==> src/rtl/reg_bank_pkg.sv <==
// Shared constants and types for the eight-entry register bank and its read muxes.
package reg_bank_pkg;

    localparam int NUM_REGS   = 8;
    localparam int REG_ADDR_W = 3;

    typedef logic [REG_ADDR_W-1:0] reg_addr_t;

endpackage

==> src/rtl/mux8.sv <==
// Generic N-bit 8:1 multiplexer used as the read path of the register bank.
module mux8
    import reg_bank_pkg::*;
#(
    parameter int N = 32
) (
    input  logic [N-1:0] d0,
    input  logic [N-1:0] d1,
    input  logic [N-1:0] d2,
    input  logic [N-1:0] d3,
    input  logic [N-1:0] d4,
    input  logic [N-1:0] d5,
    input  logic [N-1:0] d6,
    input  logic [N-1:0] d7,
    input  reg_addr_t    sel,
    output logic [N-1:0] y
);

    // Select one of the eight inputs; every select value is covered.
    always_comb begin
        y = d0;
        case (sel)
            3'd0: y = d0;
            3'd1: y = d1;
            3'd2: y = d2;
            3'd3: y = d3;
            3'd4: y = d4;
            3'd5: y = d5;
            3'd6: y = d6;
            3'd7: y = d7;
        endcase
    end

endmodule

==> src/rtl/reg_bank8.sv <==
// Eight-entry N-bit register bank: one synchronous write port, two
// combinational read ports built from mux8, and per-entry "written" flags.
// Entry 0 is hardwired to zero and has no storage.
// Optional build macro REG_BANK8_BYPASS_EN adds write-to-read forwarding
// on both read ports; storage and flags are identical either way.
module reg_bank8
    import reg_bank_pkg::*;
#(
    parameter int N = 32
) (
    input  logic            clk,
    input  logic            rst_n,
    input  logic            clr,
    input  logic            wr_ena,
    input  reg_addr_t       wr_addr,
    input  logic [N-1:0]    wr_data,
    input  reg_addr_t       rd_addr0,
    output logic [N-1:0]    rd_data0,
    input  reg_addr_t       rd_addr1,
    output logic [N-1:0]    rd_data1,
    output logic [NUM_REGS-1:0] written
);

    logic [N-1:0]          entry_q [1:NUM_REGS-1];
    logic [NUM_REGS-1:1]   written_q;
    logic                  wr_hit;
    logic [N-1:0]          mux_data0;
    logic [N-1:0]          mux_data1;

    // A write lands only when enabled, not overridden by clear, and not aimed at entry 0.
    assign wr_hit = wr_ena && !clr && (wr_addr != '0);

    // Storage and written flags: async reset, then clear beats write.
    always_ff @(posedge clk or negedge rst_n) begin
        if (!rst_n) begin
            for (int k = 1; k < NUM_REGS; k++) begin
                entry_q[k] <= '0;
            end
            written_q <= '0;
        end else if (clr) begin
            for (int k = 1; k < NUM_REGS; k++) begin
                entry_q[k] <= '0;
            end
            written_q <= '0;
        end else if (wr_hit) begin
            for (int k = 1; k < NUM_REGS; k++) begin
                if (wr_addr == reg_addr_t'(k)) begin
                    entry_q[k]   <= wr_data;
                    written_q[k] <= 1'b1;
                end
            end
        end
    end

    assign written = {written_q, 1'b0};

    mux8 #(.N(N)) u_rd_mux0 (
        .d0  ('0),
        .d1  (entry_q[1]),
        .d2  (entry_q[2]),
        .d3  (entry_q[3]),
        .d4  (entry_q[4]),
        .d5  (entry_q[5]),
        .d6  (entry_q[6]),
        .d7  (entry_q[7]),
        .sel (rd_addr0),
        .y   (mux_data0)
    );

    mux8 #(.N(N)) u_rd_mux1 (
        .d0  ('0),
        .d1  (entry_q[1]),
        .d2  (entry_q[2]),
        .d3  (entry_q[3]),
        .d4  (entry_q[4]),
        .d5  (entry_q[5]),
        .d6  (entry_q[6]),
        .d7  (entry_q[7]),
        .sel (rd_addr1),
        .y   (mux_data1)
    );

`ifdef REG_BANK8_BYPASS_EN
    logic fwd_pending;

    // A pending write to a real entry; a simultaneous clear forwards zero instead.
    assign fwd_pending = wr_ena && (wr_addr != '0);

    // Forward the in-flight write value to any read port addressing the same entry.
    always_comb begin
        rd_data0 = mux_data0;
        rd_data1 = mux_data1;
        if (fwd_pending && (rd_addr0 == wr_addr)) begin
            rd_data0 = clr ? '0 : wr_data;
        end
        if (fwd_pending && (rd_addr1 == wr_addr)) begin
            rd_data1 = clr ? '0 : wr_data;
        end
    end
`else
    assign rd_data0 = mux_data0;
    assign rd_data1 = mux_data1;
`endif

endmodule

==> config.mk <==
export PLATFORM = sky130hd
export DESIGN_NAME = reg_bank8
export DESIGN_NICKNAME = d
export VERILOG_FILES = /design/src/rtl/reg_bank_pkg.sv /design/src/rtl/mux8.sv /design/src/rtl/reg_bank8.sv
export SDC_FILE = /design/constraint.sdc
export NUM_CORES = 1
export LEC_CHECK = 0
export CAP_MARGIN = 5
export CELL_PAD_IN_SITES_DETAIL_PLACEMENT = 1
export CELL_PAD_IN_SITES_GLOBAL_PLACEMENT = 1
export CORE_ASPECT_RATIO = 0.9
export CORE_MARGIN = 2
export CORE_UTILIZATION = 35
export DETAILED_ROUTE_END_ITERATION = 7
export DONT_BUFFER_PORTS = 1
export MAX_ROUTING_LAYER = met4
export PLACE_DENSITY_LB_ADDON = 0.15
export SKIP_LAST_GASP = 1
export SYNTH_ARGS = -nofsm -noshare
export SYNTH_HDL_FRONTEND = slang
export SYNTH_SLANG_ARGS = --single-unit
==> constraint.sdc <==
create_clock -name clk -period 2.19 [get_ports clk]
set_input_delay 0.5475 -clock clk [delete_from_list [all_inputs] [get_ports clk]]
set_output_delay 0.5475 -clock clk [all_outputs]
set_load 0.005 [all_outputs]
After elaboration in Yosys (flattened, before gate mapping)
Cells that the tools add are included.
{ "word_totals": {"reg_bits": 231, "latch_bits": 0, "ram_bits": 0, "romBits": 0, "in_bits": 45, "output_inout_bits": 72, "word_cells": 76, "mem_count": 0} }
{ "op_classes": {"n_addsub": 0, "multipliers": 0, "n_div": 0, "order_cmp": 0, "n_eq_ne": 21, "n_shift": 0, "n_mux": 20, "bitwise_logic": 0, "n_reduce_logical": 21} }
{ "op_table": {"columns": ["op", "n"], "rows": [
  ["$pmux 32 s8", 2],
  ["$mux 224", 2],
  ["$mux 32", 7],
  ["$eq 3x3->1 const B", 12],
  ["$eq 3x2->1 const B", 6],
  ["$reduce_bool 2->1", 8],
  ["$mux 7", 2],
  ["$reduce_and 2->1", 7],
  ["$eq 3x1->1 const B", 3],
  ["$mux 1", 7],
  ["$logic_not 3->1", 2],
  ["$reduce_bool 3->1", 1],
  ["$logic_and 1x1->1", 2],
  ["$logic_not 1->1", 1]
]} }

Longest topological paths before layout
{ "logic_depth": {"word_depth": 5, "ltp_mapped": 6, "ltp_nobuf": 3} }

Hierarchy
A second synthesis with hierarchy kept.
{ "unflattened": {"hier_cells": 1408, "area_unflattened_um2": 14696.6} }
{ "modules_own_cells": {"columns": ["mod", "n_inst", "cells_per_inst", "area_per_inst_um2", "seq_area_each_um2"], "rows": [
  ["reg_bank8", 1, 796, 10207.3, 5780.5],
  ["mux8", 2, 306, 2244.7, 0.0]
]} }

Least setup slack after synthesis
Ideal clock, no wire load.
{ "synth_timing": {"path_type": "input -> output", "startpoint": "input rd_addr1[0]", "endpoint": "output rd_data1[8]", "t_arrival_ps": 1478, "required_ps": 1642, "path_slack_ps": 164, "cell_stages": 5, "path_buffers": 2, "path_cell_list": "clkbuf_2 buf_2 mux2_2 a22oi_1 o211ai_1"} }
{ "synth_between": {"elab_chain_cells": 2} }
{ "synth_rtl": {"columns": ["item", "line", "source"], "rows": [
  ["from (decl)", "reg_bank8.sv:19", "input reg_addr_t rd_addr1,"],
  ["$eq 3x3->1, or another cell as far along", "mux8.sv:22", "case (sel)"],
  ["$pmux 32 s8 *", "mux8.sv:22", null],
  ["to (decl)", "reg_bank8.sv:20", "output logic [N-1:0] rd_data1,"]
]} }
Every way passes the cells marked *; elsewhere a longest branch is shown, timed or not.

Final worst setup path
{ "layout_timing": {"startpoint": "register entry_q[221] in the netlist's numbering", "endpoint": "output rd_data1[29]"} }
{ "layout_between": {"elab_chain_cells": 1} }
{ "layout_rtl": {"columns": ["item", "line", "source"], "rows": [
  ["from (decl)", "reg_bank8.sv:24", "logic [N-1:0] entry_q [1:NUM_REGS-1];"],
  ["from (signal, indexed assignment)", "reg_bank8.sv:48", "entry_q[k] <= wr_data;"],
  ["$pmux 32 s8", "mux8.sv:22", null]
]} }
Every way passes these cells.

==> summary.md <==
| Metric | Value |
|---|---|
| Diodes inserted | 0 |
| GRT Overall Usage | 0.277 |
| Design area | around 15,000 um^2 |
| Top_reg_cell synth | dfrtp_1 |
| Most numerous cell in the Yosys netlist | nand2_1 |
| Final Max Slew Viols | 0 |
| Clk_skew | 0 ns |
| First-pass GRT wire length | about 77 mm |
| Area Growth Syn to Fin | 20.9% |
| DRT Pass-1 Iters | 5 |
| Post-synth EDFFs | 0 |
| FF+latch count, synth | 231 |
| Max IR drop VDD | 0.541 mV |
| Startpoint types | register |
| # rows | 66 |
| Yosys warns | 0 |
| Setup slack at placement | -0.205 ns |
| PortBufs | 0 |
| Failing checks | hold timing, setup timing |
| Synth top area cells | dfrtp_1 (46%), nand2_1 (12%), mux2i_1 (8.3%) |
| Initial DRC count | 934 |
| Status | complete, but fails checks |
| Critical path peak fanout | 3 |
| Drt wl/cell | around 27 um |
| Die Y | around 180 um |
| WP data arrival | 1.77 ns |
| Die X | about 200 um |
| Gp weighted congestion | roughly 0.77 |
| Yosys cell types | 37 |
| Post-Synthesis Cells | 1,364 |
| Worst EP required | between 1.5 and 2 ns |
| Vias in the first global route | roughly 12,000 |
| Overflow after GRT | 0 |
| # clock sinks | roughly 230 |
| DR vias/cell | slightly below 6 |
| Setup WS post-layout | -0.129 ns |
| Fillers | roughly 4,100 |
| Rel. slew slack | 0.368 |
| Max Clk Rate | between 400 and 500 MHz |
| Seq/Total Area, Yosys | 0.455 |
| Tcrit/Tclk final | 1.06 |
| CTS Buf Count | 29 |
| Post-synth top area share | 0.455 |
| # DRC | 0 |
| Largest net degree at the start of global routing | around 230 |
| R2R Setup Slk | ~1.3 ns |
| P_leak | 6.59 nW |
| H-tree Lvls | 1 |
| Max Root-Sink Buffers | 3 |
| Routed Wire Length | ~50 mm |
| Syn avg cell area | 9.30 um^2 |
| Layout cells sized above 1 | 0.234 |
| Total nets after synthesis | between 1,000 and 1,500 |
| Vias post-DR | about 11,000 |
| Initial Util | 0.353 |
| Post-DP HPWL | around 27 mm |
| Initial antenna violation count | 0 |
| Core area | 35,900 um^2 |
| Most instantiated cells after synthesis | nand2_1 (398), dfrtp_1 (231), a21oi_1 (203) |
| Dpl cell area | approximately 13,000 um^2 |
| TritonCTS clock tree | done |
| RSZ-0062 raised after global routing | true |
| Fin. Hold Viols | roughly 230 |
| Final net count | around 1,500 |
| Synth async-reset ratio | 1.00 |
| Worst-margin pin slew | 0.946 ns |
| Dpl cells | 1,799 |
| Finished Layout Cells | around 1,900 |
| P per Cell Area | 649 nW/um^2 |
| Clk root buf | clkbuf_16 |
| Cell Area, Synth | between 10,000 and 15,000 um^2 |
| WHS | -0.299 ns |
| Final ANT Viol Nets | 0 |
| Clock latency on the worst-skew pair | around 0.56 ns |
| Worst min-delay path class | input pin to asynchronous set/reset pin |
| # IOs | 117 |
| CP Capture Type | output port |
| Kind of critical path | register to output port |
| Tmin final | around 2.3 ns |
| Maxcap violations | 0 |
| Cell taking the most area after synthesis | dfrtp_1 |
| Final setup violating endpoints | between 40 and 50 |
| Reg clk slew, reported paths | around 0.06 ns |
| Die area | around 38,000 um^2 |
==> cell usage in the layout (no fill, tap or decap), types with 22 or more instances in the layout <==
master | netlist | layout
a21oi_1 | 203 | 203
a22o_1 | 32 | 32
a32oi_1 | 62 | 32
a32oi_2 | 0 | 30
buf_4 | 25 | 135
clkbuf_16 | 0 | 29
dfrtp_1 | 231 | 231
mux2_2 | 64 | 43
mux2i_1 | 105 | 105
nand2_1 | 398 | 398
o211ai_1 | 22 | 22
o221ai_2 | 0 | 22
==> report_power, final <==
part	leakage, nW	internal (mW)	total, mW	switching [mW]
combinational	2.92	0.345	0.785	0.440
clock	0.468	2.79	4.75	1.96
sequential	3.20	4.36	4.43	0.0707
total	6.59	7.49	9.96	2.47
==> final timing paths <==
kind | startpoint | end | cells past startpoint
min in group clk | clr | entry_q[67] | 1
setup / recovery | entry_q[221] | rd_data1[29] | 4
setup reg to reg | entry_q[4] | entry_q[4] | 4
hold / removal | rst_n | entry_q[169] | 0
max in group asynchronous | rst_n | entry_q[88] | 0
hold reg to reg | entry_q[197] | entry_q[197] | 1
==> logic make-up (layout without fill, tap and decap cells) <==
family | Yosys count | in the layout | synth area share
and+or+nand+nor | 440 | 440 | 0.141
AOI/OAI and AO/OA | 384 | 384 | 0.201
DFF | 231 | 231 | 0.455
muxes | 170 | 170 | 0.141
buffers and inverters | 138 | 210 | 0.0605
other | 1 | 1 | 0.000295
==> per-stage QoR <==
step / util / hold WS (ns) / power, mW / setup TNS [ns]
CTS: 0.415 / -0.314 / 10.0 / -2.92
finish: 0.427 / -0.299 / 9.96 / -2.16
global placement: 0.375 / 0.269 / 5.19 / -1.71
floorplan: - / 0.252 / 5.06 / 0
detailed placement: 0.375 / 0.270 / 5.20 / -2.46
global route: 0.427 / -0.315 / 10.3 / -4.62
==> flip-flops by register name (all words and copies together), names as in the netlist <==
register   cells
written_q      7
entry_q      224
==> per-layer routing <==
layer	GRT usage	wire, um
met1	0.385	23800
met5	-	0
met2	0.431	23600
met3	0.0370	2700
met4	0.0617	1100
==> final cells by class <==
class | instances | area, um^2 | area share
flip-flops and latches | 231 | 5780 | 0.377
clock inverters | 10 | 85.1 | 0.00555
inverters | 1 | 3.75 | 0.000245
repair buffers | 156 | 1390 | 0.0906
multi-input cells | 995 | 6640 | 0.433
well taps | 476 | 596 | 0.0388
clock buffers | 43 | 848 | 0.0553
==> what timing repair did <==
action	in CTS	in global routing
resized for setup	32	48
setup buffers	38	23
endpoints found under the hold margin	231	231
pin swaps	15	44
setup endpoints to repair	46	60
==> worst max-delay path: stages, from the launching register on <==
cell and delay (ns):
dfrtp_1 0.40, mux2_4 0.28, a32oi_2 0.18, o221ai_2 0.17
buf_4 0.17
Power figures use the tool's default switching activity.
